[src/rtl/led_fade_sequencer_pkg.sv]
// Shared types, constants and saturating duty helpers for the LED fade sequencer.
package led_fade_sequencer_pkg;

  localparam int NUM_LEDS = 8;
  localparam int IDX_W    = $clog2(NUM_LEDS);
  localparam int DUTY_W   = 8;
  localparam logic [DUTY_W-1:0] DUTY_MAX = 8'd255;

  typedef enum logic [2:0] {
    IDLE     = 3'd0,
    FADE_IN  = 3'd1,
    HOLD     = 3'd2,
    FADE_OUT = 3'd3,
    NEXT     = 3'd4
  } state_e;

  // Add with one extra bit of headroom, clamp to full duty on carry-out.
  function automatic logic [DUTY_W-1:0] sat_up(input logic [DUTY_W-1:0] d,
                                               input logic [DUTY_W:0]   s);
    logic [DUTY_W:0] t;
    t = {1'b0, d} + s;
    return t[DUTY_W] ? DUTY_MAX : t[DUTY_W-1:0];
  endfunction

  // Subtract with one extra bit; a borrow into the top bit means it went negative.
  function automatic logic [DUTY_W-1:0] sat_dn(input logic [DUTY_W-1:0] d,
                                               input logic [DUTY_W:0]   s);
    logic [DUTY_W:0] t;
    t = {1'b0, d} - s;
    return t[DUTY_W] ? '0 : t[DUTY_W-1:0];
  endfunction

endpackage

[src/rtl/led_fade_sequencer_tick_gen.sv]
// Free-running prescaler; tick pulses for one cycle whenever the counter is all-ones.
module tick_gen #(
  parameter int N = 6
) (
  input  logic clk,
  input  logic rst,
  output logic tick
);

  logic [N-1:0] cnt_q;

  // Wrapping counter, cleared asynchronously.
  always_ff @(posedge clk or posedge rst) begin
    if (rst) cnt_q <= '0;
    else     cnt_q <= cnt_q + N'(1);
  end

  assign tick = &cnt_q;

endmodule

[src/rtl/led_fade_sequencer.sv]
// Breathing chaser: one LED at a time ramps up, holds, ramps down, then the
// active index steps in the selected direction.
module led_fade_sequencer
  import led_fade_sequencer_pkg::*;
#(
  parameter int PRESC_N    = 6,
  parameter int STEP_N     = 18,
  parameter int STEP       = 8,
  parameter int HOLD_STEPS = 4
) (
  input  logic                clk,
  input  logic                rst,
  input  logic                en,
  input  logic                dir,
  output logic [NUM_LEDS-1:0] ledb,
  output logic [IDX_W-1:0]    active_idx,
  output logic                busy
);

  localparam int HOLD_W = (HOLD_STEPS > 1) ? $clog2(HOLD_STEPS) : 1;
  localparam logic [HOLD_W-1:0] HOLD_LAST = HOLD_W'(HOLD_STEPS - 1);
  localparam logic [DUTY_W:0]   STEP9     = (DUTY_W + 1)'(STEP);

  state_e              state_q, state_d;
  logic [DUTY_W-1:0]   duty_q, duty_d;
  logic [DUTY_W-1:0]   pwm_cnt_q;
  logic [IDX_W-1:0]    idx_q, idx_d;
  logic [HOLD_W-1:0]   hold_q, hold_d;
  logic [NUM_LEDS-1:0] ledb_q, ledb_d;
  logic                pwm_tick, step_tick;

  tick_gen #(.N(PRESC_N)) u_pwm_presc (.clk(clk), .rst(rst), .tick(pwm_tick));
  tick_gen #(.N(STEP_N))  u_step_presc (.clk(clk), .rst(rst), .tick(step_tick));

  // FSM, duty, index, hold counter, PWM counter and LED outputs.
  always_ff @(posedge clk or posedge rst) begin
    if (rst) begin
      state_q   <= IDLE;
      duty_q    <= '0;
      idx_q     <= '0;
      hold_q    <= '0;
      pwm_cnt_q <= '0;
      ledb_q    <= '0;
    end else begin
      state_q <= state_d;
      duty_q  <= duty_d;
      idx_q   <= idx_d;
      hold_q  <= hold_d;
      ledb_q  <= ledb_d;
      if (pwm_tick) pwm_cnt_q <= pwm_cnt_q + 8'd1;
    end
  end

  // Next state; everything holds except on a step tick, so en/dir between ticks are ignored.
  always_comb begin
    state_d = state_q;
    duty_d  = duty_q;
    idx_d   = idx_q;
    hold_d  = hold_q;
    if (step_tick) begin
      case (state_q)
        IDLE: begin
          duty_d = '0;
          if (en) state_d = FADE_IN;
        end
        FADE_IN: begin
          duty_d = sat_up(duty_q, STEP9);
          if (duty_d == DUTY_MAX) begin
            hold_d  = '0;
            state_d = HOLD;
          end
        end
        HOLD: begin
          hold_d = hold_q + HOLD_W'(1);
          if (hold_q == HOLD_LAST) state_d = FADE_OUT;
        end
        FADE_OUT: begin
          duty_d = sat_dn(duty_q, STEP9);
          if (duty_d == '0) state_d = NEXT;
        end
        NEXT: begin
          idx_d   = dir ? idx_q - IDX_W'(1) : idx_q + IDX_W'(1);
          state_d = en ? FADE_IN : IDLE;
        end
        default: state_d = IDLE;
      endcase
    end
  end

  // Only the active LED compares against the duty; the rest stay dark.
  always_comb begin
    ledb_d = '0;
    for (int i = 0; i < NUM_LEDS; i++)
      ledb_d[i] = (idx_q == IDX_W'(i)) && (pwm_cnt_q < duty_q);
  end

  assign ledb       = ledb_q;
  assign active_idx = idx_q;
  assign busy       = (state_q != IDLE);

endmodule

[config.mk]
export PLATFORM = sky130hd
export DESIGN_NAME = led_fade_sequencer
export DESIGN_NICKNAME = d
export VERILOG_FILES = /design/src/rtl/led_fade_sequencer_pkg.sv /design/src/rtl/led_fade_sequencer_tick_gen.sv /design/src/rtl/led_fade_sequencer.sv
export SDC_FILE = /design/constraint.sdc
export NUM_CORES = 1
export LEC_CHECK = 0
export ABC_AREA = 1
export BUFFER_PORTS_ARGS = -buffer_cell sky130_fd_sc_hd__buf_2
export CELL_PAD_IN_SITES_DETAIL_PLACEMENT = 0
export CELL_PAD_IN_SITES_GLOBAL_PLACEMENT = 1
export CORE_UTILIZATION = 50
export DETAILED_ROUTE_END_ITERATION = 10
export GPL_ROUTABILITY_DRIVEN = 0
export PLACE_DENSITY = 0.93
export RECOVER_POWER = 50
export SLEW_MARGIN = 30
export SYNTH_ARGS = -nofsm -noshare
export SYNTH_HDL_FRONTEND = slang
export SYNTH_SLANG_ARGS = --single-unit
[constraint.sdc]
create_clock -name clk -period 4.19 [get_ports clk]
set_clock_uncertainty 0.1 [all_clocks]
set_input_delay 0.419 -clock clk [delete_from_list [all_inputs] [get_ports clk]]
set_output_delay 0.419 -clock clk [all_outputs]
set_load 0.1 [all_outputs]
==> results of run 1 <==
state kept, by name, summed over array words and instances, names as in the netlist:
| name | cells |
|---|---|
| u_step_presc.cnt_q | 18 |
| duty_q | 8 |
| ledb | 8 |
| pwm_cnt_q | 8 |
| u_pwm_presc.cnt_q | 6 |
| active_idx | 3 |
| state_q | 3 |
| hold_q | 2 |
cell type report:
cell class	instances	area share, %
Multi-Input combinational cell	248	45.1
Sequential cell	56	41.9
Inverter	43	4.83
Tap cell	75	2.81
Clock buffer	6	2.47
Timing Repair Buffer	16	2.47
Clock inverter	2	0.412
kinds of logic after synthesis:
logic type | synth area share [%]
AO/OA/AOI/OAI | 6.79
XOR/XNOR | 8.16
adder cells (fa/ha/maj) | 8.04
buffers and inverters | 6.51
flip-flops | 45.0
multiplexers | 1.33
AND/OR/NAND/NOR | 24.2
synthesized netlist by cell type, types with 2 or more instances:
library cell,count
nand3_2,3
a32o_1,2
nand4_1,12
nand2_2,3
nor2_2,7
buf_6,3
dfrtp_1,56
inv_2,2
nand3_1,28
inv_1,41
nor2_1,26
xnor2_1,13
a21oi_1,13
a21o_1,2
xor2_1,16
o21ai_0,14
nand2_1,73
mux2_4,2
ha_1,20
nor3_2,3
nor3_1,3
a21o_2,2
power groups by stage:
stage / clock network (µW) / logic (µW) / registers, µW
2_1_floorplan: 0 / 8.94 / 551
3_3_place_gp: 0 / 14.3 / 551
3_5_place_dp: 0 / 14.6 / 551
4_1_cts: 321 / 14.6 / 540
5_1_grt: 339 / 16.5 / 540
6_report: 308 / 13.3 / 540
placed cells by master, fill, tap and decap left out, types with 2 or more instances in the layout:
cell type,count
a21o_1,2
a21o_2,2
a21oi_1,13
a32o_1,2
buf_2,15
clkbuf_8,6
dfrtp_1,56
ha_1,20
inv_1,41
inv_2,2
mux2_4,2
nand2_1,73
nand2_2,3
nand3_1,28
nand3_2,3
nand4_1,12
nor2_1,26
nor2_2,7
nor3_1,3
nor3_2,3
o21ai_0,14
xnor2_1,13
xor2_1,16
worst reg2reg max path, stage by stage, from the launching register on:
cell and delay [ps]:
dfrtp_1 500, inv_1 180, ha_1 340, inv_1 50, o21ai_0 140, nand3_1 140
o21ai_2 210, nand3_2 120, nand2_1 90, nand2_1 60
per-stage QoR:
stage | worst slack [ps] | instances | hold slack (ps) | instance area [µm²]
after floorplan | 2170 | 351 | 321 | 3110
after global placement | 2250 | 438 | 343 | 3250
after detailed placement | 2150 | 438 | 344 | 3250
after CTS | 2150 | 446 | 211 | 3340
after global routing | 1930 | 446 | 261 | 3340
final | 2150 | 446 | 169 | 3340
layer usage:
layer / track usage [%] / vias to the layer above / share of wire [%]
li1: - / 1177 / -
met1: 23.9 / 1064 / 48
met2: 29.7 / 36 / 47
met3: 3.71 / 7 / 3.9
met4: 5.36 / 0 / 1.1
met5: 0 / - / 0
worst max-delay path by stage:
stage                                to  slack [ps]  depth (start not counted)
after floorplan           active_idx[2]        2170                          5
after global placement       state_q[2]        2250                         13
after detailed placement     state_q[2]        2150                          9
after CTS                    state_q[2]        2150                          9
after global routing         state_q[1]        1930                         13
final                        state_q[2]        2150                          9
==> reports/results.txt, run 1 <==
layout cells sized above 1 = 13.5%
core footprint = 5960 µm²
Slew Limit Fails = 0
Final nets = 394
total power = 861 µW
top post-synthesis cells by area = dfrtp_1, nand2_1, ha_1
Mapped Cells = 351
die area = 6550 µm²
sequential element share of the synthesized area = 45.0%
post-CTS resize count = 0
reg2reg end = state_q[2]
P_int = 678 µW
status = complete, no violations
Port Buffers = 15
TritonCTS clock tree = done
CP max stage delay = 500 ps
Switch Pwr = 183 µW
WP data required = 4290 ps
Final min period = 2040 ps
total power divided by cell area = 257 nW/µm²
Iteration-0 DRC Markers = 139
Setup Fix Bufs, Post-CTS = 0
via count = 2284
gr usage total = 18.1%
Synth Register Bits = 56
RSZ-0062 raised after global routing = false
Die Width = 80.9 µm
Final setup viols = 0
# DRC = 0
H-tree depth = 2
Initial Util = 52.3%
Hold WC Path Type = input pin to async pin
Cell Chain, Critical Path = inv_1 -> ha_1 -> inv_1 -> o21ai_0 -> nand3_1 -> o21ai_2 -> nand3_2 -> nand2_1 -> nand2_1
Setup crit start = duty_q[3]
CP Launch Type = register
initial antenna violation count = 0
GR Overflow Total = 0
slew margin rel. = 54.6%
synth warn = 0
endpoint type of the worst setup path = register
Mapped Avg Cell Area = 8.87 µm²
first-pass GRT wire length = 9.05 mm
CP Class = register to register
Buf/Inv on CP = 2
DP Wirelength = 4.08 mm
wire per inst = 12.1 µm
Net Sw Frac = 21.3%
num ports = 16
maxcap violations = 0
FF+latch area = 1400 µm²
setup TNS = 0 ps
Synthesized Nets = 375
leakage = 0.00175 µW
Max FO, Critical Path = 7
vias per cell = 5.12
# diodes = 0
critical path's slowest cell = dfrtp_1
combinational power share = 1.5%
Final Cycle Share = 48.7%
Max Fclk = 0.490 GHz
worst vdd ir = 0.188 mV
Flop pwr share = 62.7%
CTS sink count = 56
root buf cell = clkbuf_8
fill count = 563
vias in the first global route = 2083
r2r setup slk = 2150 ps
post-synth top area cell = dfrtp_1
footprint of the multi-input gates = 1510 µm²
Clk Latency, worst-skew pair = 310 ps
reg-to-reg startpoint = duty_q[3]
row count = 28
Yosys top cell area share = 45.0%
worst-margin pin slew = 681 ps
clk slew on worst S/H paths = 100 ps
Clock power frac = 35.7%
predominant post-synthesis flop cell = dfrtp_1
Inserted Clock Buffers = 5
Die Ht = 80.9 µm
synth unique cells = 29
Antenna Nets Post-Route = 0
CTS Hold Bufs = 0
Post-synth EDFFs = 0
Max Root-Sink Buffers = 2
largest net degree at the start of global routing = 57
Post-synth ARST share = 100%
Final Hold Viols = 0
TritonRoute pass-1 iters = 5
Top delay family on crit path = flip-flops
Final Core Density = 56.2%
R2R cell count = 9
final wirelength = 5.38 mm
mapped cell area = 3110 µm²
CP Data Arrival Time = 2140 ps
Layout area overhead = 7.44%
(Power assumes the default switching activity.)
==> inputs of run 2 (changes only) <==
- ABC_AREA: 1 -> 0
- CORE_UTILIZATION: 50 -> 43
- PLACE_DENSITY: 0.93 -> 0.84
- clock period: 4.19 -> 1.64 ns (I/O delays scaled with it)
==> reports/results.txt, run 2 <==
met2 usage = 32.6%
share of synthesized cell area in full adder, half adder and majority cells = 8.52%
Port Buffers = 15
Final Core Density = 63.3%
Slew Limit Fails = 0
Net Sw Frac = 24.2%
WP data required = 1770 ps
failing checks = setup timing
CP Data Arrival Time = 2200 ps
Max FO, Critical Path = 3
# diodes = 0
CP Class = register to register
row count = 29
crit path to = state_q[0]
worst-margin pin slew = 766 ps
TritonCTS clock tree = done
FF+latch area = 1410 µm²
vias per cell = 5.35
Mapped Cells = 292
RSZ-0062 raised after global routing = true
synth unique cells = 48
post-synth top area cell = dfrtp_1
vias in the first global route = 2373
Post-synth EDFFs = 0
Synthesized Nets = 316
most frequent cell after synthesis = dfrtp_1
sequential element share of the synthesized area = 47.7%
Synth Register Bits = 56
reg2reg end = state_q[0]
Compound-Gate Fraction of Synth Area = 11.6%
worst vdd ir = 0.439 mV
xor and xnor area share after synthesis = 9.25%
most frequent cells in the layout = buf_4, dfrtp_1, nand2_1
Final min period = 2070 ps
Final nets = 412
wire per inst = 14.6 µm
predominant post-synthesis flop cell = dfrtp_1
Hold WC Path Type = input pin to register
P_int = 1710 µW
TritonRoute pass-1 iters = 4
largest family of logic cells by synthesized area = simple AND/OR/NAND/NOR gates
Final setup viols = 25
Iteration-0 DRC Markers = 125
Post-synth ARST share = 100%
Post-synth top cells = dfrtp_1, nand2_1, xnor2_1
mapped cell area = 2940 µm²
R2R cell count = 7
Initial Util = 45.5%
Final Cycle Share = 126%
leakage = 0.00195 µW
most common cell after layout, fill and taps aside = buf_4
gr usage total = 19.1%
initial antenna violation count = 0
setup TNS = -5070 ps
endpoint type of the worst setup path = register
die area = 7160 µm²
max reg flops = 18
Setup WS post-layout = -428 ps
Die Width = 84.6 µm
CTS sink count = 56
Mapped Avg Cell Area = 10.1 µm²
post-route cell area = 4090 µm²
DP Wirelength = 4.48 mm
gr busiest metal = met2
placed insts = 443
# DRC = 0
met3 Use GR = 3.44%
Max Root-Sink Buffers = 2
synth warn = 0
Inserted Clock Buffers = 5
r2r setup slk = -430 ps
Max Fclk = 0.484 GHz
root buf cell = clkbuf_8
combinational power share = 3.3%
Final Hold Viols = 0
fin cells = 466
Die Ht = 84.6 µm
total power divided by cell area = 553 nW/µm²
post-synthesis mux area share = 1.41%
core footprint = 6460 µm²
status = finished with violations
layout cells sized above 1 = 41.4%
simple-gate share of the synthesized area = 17.7%
clk slew on worst S/H paths = 110 ps
largest net degree at the start of global routing = 57
Clock power frac = 35.3%
Setup crit start = duty_q[3]
Antenna Nets Post-Route = 0
met1 track demand over resource = 24.7%
fill count = 534
Switch Pwr = 546 µW
WHS Path Cells = 3
Yosys top cell area share = 47.7%
maxcap violations = 0
placed inst area = 3660 µm²
num ports = 16
footprint of the multi-input gates = 1660 µm²
reg-to-reg startpoint = duty_q[3]
GR Overflow Total = 0
largest register by flop count = u_step_presc.cnt_q
first-pass GRT wire length = 10.8 mm
CP Launch Type = register
top post-synthesis cells by area = dfrtp_1, ha_1, xnor2_1
Clk Latency, worst-skew pair = 320 ps
slew margin rel. = 48.9%
H-tree depth = 2
Layout area overhead = 39.2%
Flop pwr share = 61.3%
final wirelength = 6.78 mm
via count = 2494
## run 2: cell count changes in the layout (fill, tap and decap cells not counted), moves of 8 or more
cell / before / now
buf_4: 1 / 71
nand2_1: 73 / 24
inv_1: 41 / 16
nand3_1: 28 / 12
nor2_1: 26 / 12
o21ai_0: 14 / 3
buf_6: 0 / 10
a21oi_2: 0 / 9
xnor2_1: 13 / 22
a21oi_1: 13 / 5
## run 2: kinds of logic (layout without fill, tap and decap cells)
family,Yosys count,after routing
AND/OR/NAND/NOR,101,101
flip-flops,56,56
AO/OA/AOI/OAI,51,51
XOR/XNOR,31,31
buffers and inverters,29,126
adder cells (fa/ha/maj),20,20
multiplexers,4,4
## run 2: power by group through the flow
stage | combinational (µW) | clock [µW] | sequential, µW
after global routing | 85.5 | 871 | 1390
after global placement | 77.6 | 0 | 1410
after floorplan | 34.5 | 0 | 1430
after detailed placement | 78.8 | 0 | 1410
final | 75.0 | 798 | 1390
after CTS | 81.0 | 817 | 1390
## run 2: cell type report
class	count	area share [%]
timing repair buffer	99	18.5
clock inverter	3	0.612
multi-input combinational	207	40.7
tap	77	2.36
clock buffer	5	1.68
inverter	19	1.74
sequential	56	34.4
## run 2: layer usage
metal  routed length, µm  share of wire, %
met2                3500                52
met3                 175               2.6
met4                 140               2.1
met5                   0                 0
met1                2960                44
## run 2: worst min path at each step
stage | from | end | slack (ps)
global placement | rst | u_step_presc.cnt_q[4] | 140
global route | en | state_q[0] | 50
finish | en | state_q[0] | 40
CTS | en | state_q[0] | 50
detailed placement | rst | u_step_presc.cnt_q[4] | 140
floorplan | en | state_q[0] | 220
## run 2: critical path, cell delays in order (launching register included)
cell and delay (ps):
dfrtp_1 420, inv_2 80, ha_4 270, nor4bb_1 380, and3_1 260, o211ai_1 110, o32a_1 290, o211ai_1 70
## run 2: through the flow
step / power [µW] / setup slack [ps] / hold WS, ps
6_report: 2260 / -428 / 44.0
5_1_grt: 2340 / -518 / 45.9
4_1_cts: 2280 / -294 / 48.2
3_5_place_dp: 1490 / -308 / 144
3_3_place_gp: 1490 / -280 / 141
2_1_floorplan: 1470 / -347 / 220
## run 2: what timing repair did
action	in CTS	in global routing
resized for setup	23	40
hold endpoints to repair	56	0
endpoints found under the setup margin	26	29
cloned	1	0
pin swaps	10	26
hold buffers	1	0
buffers inserted	13	5
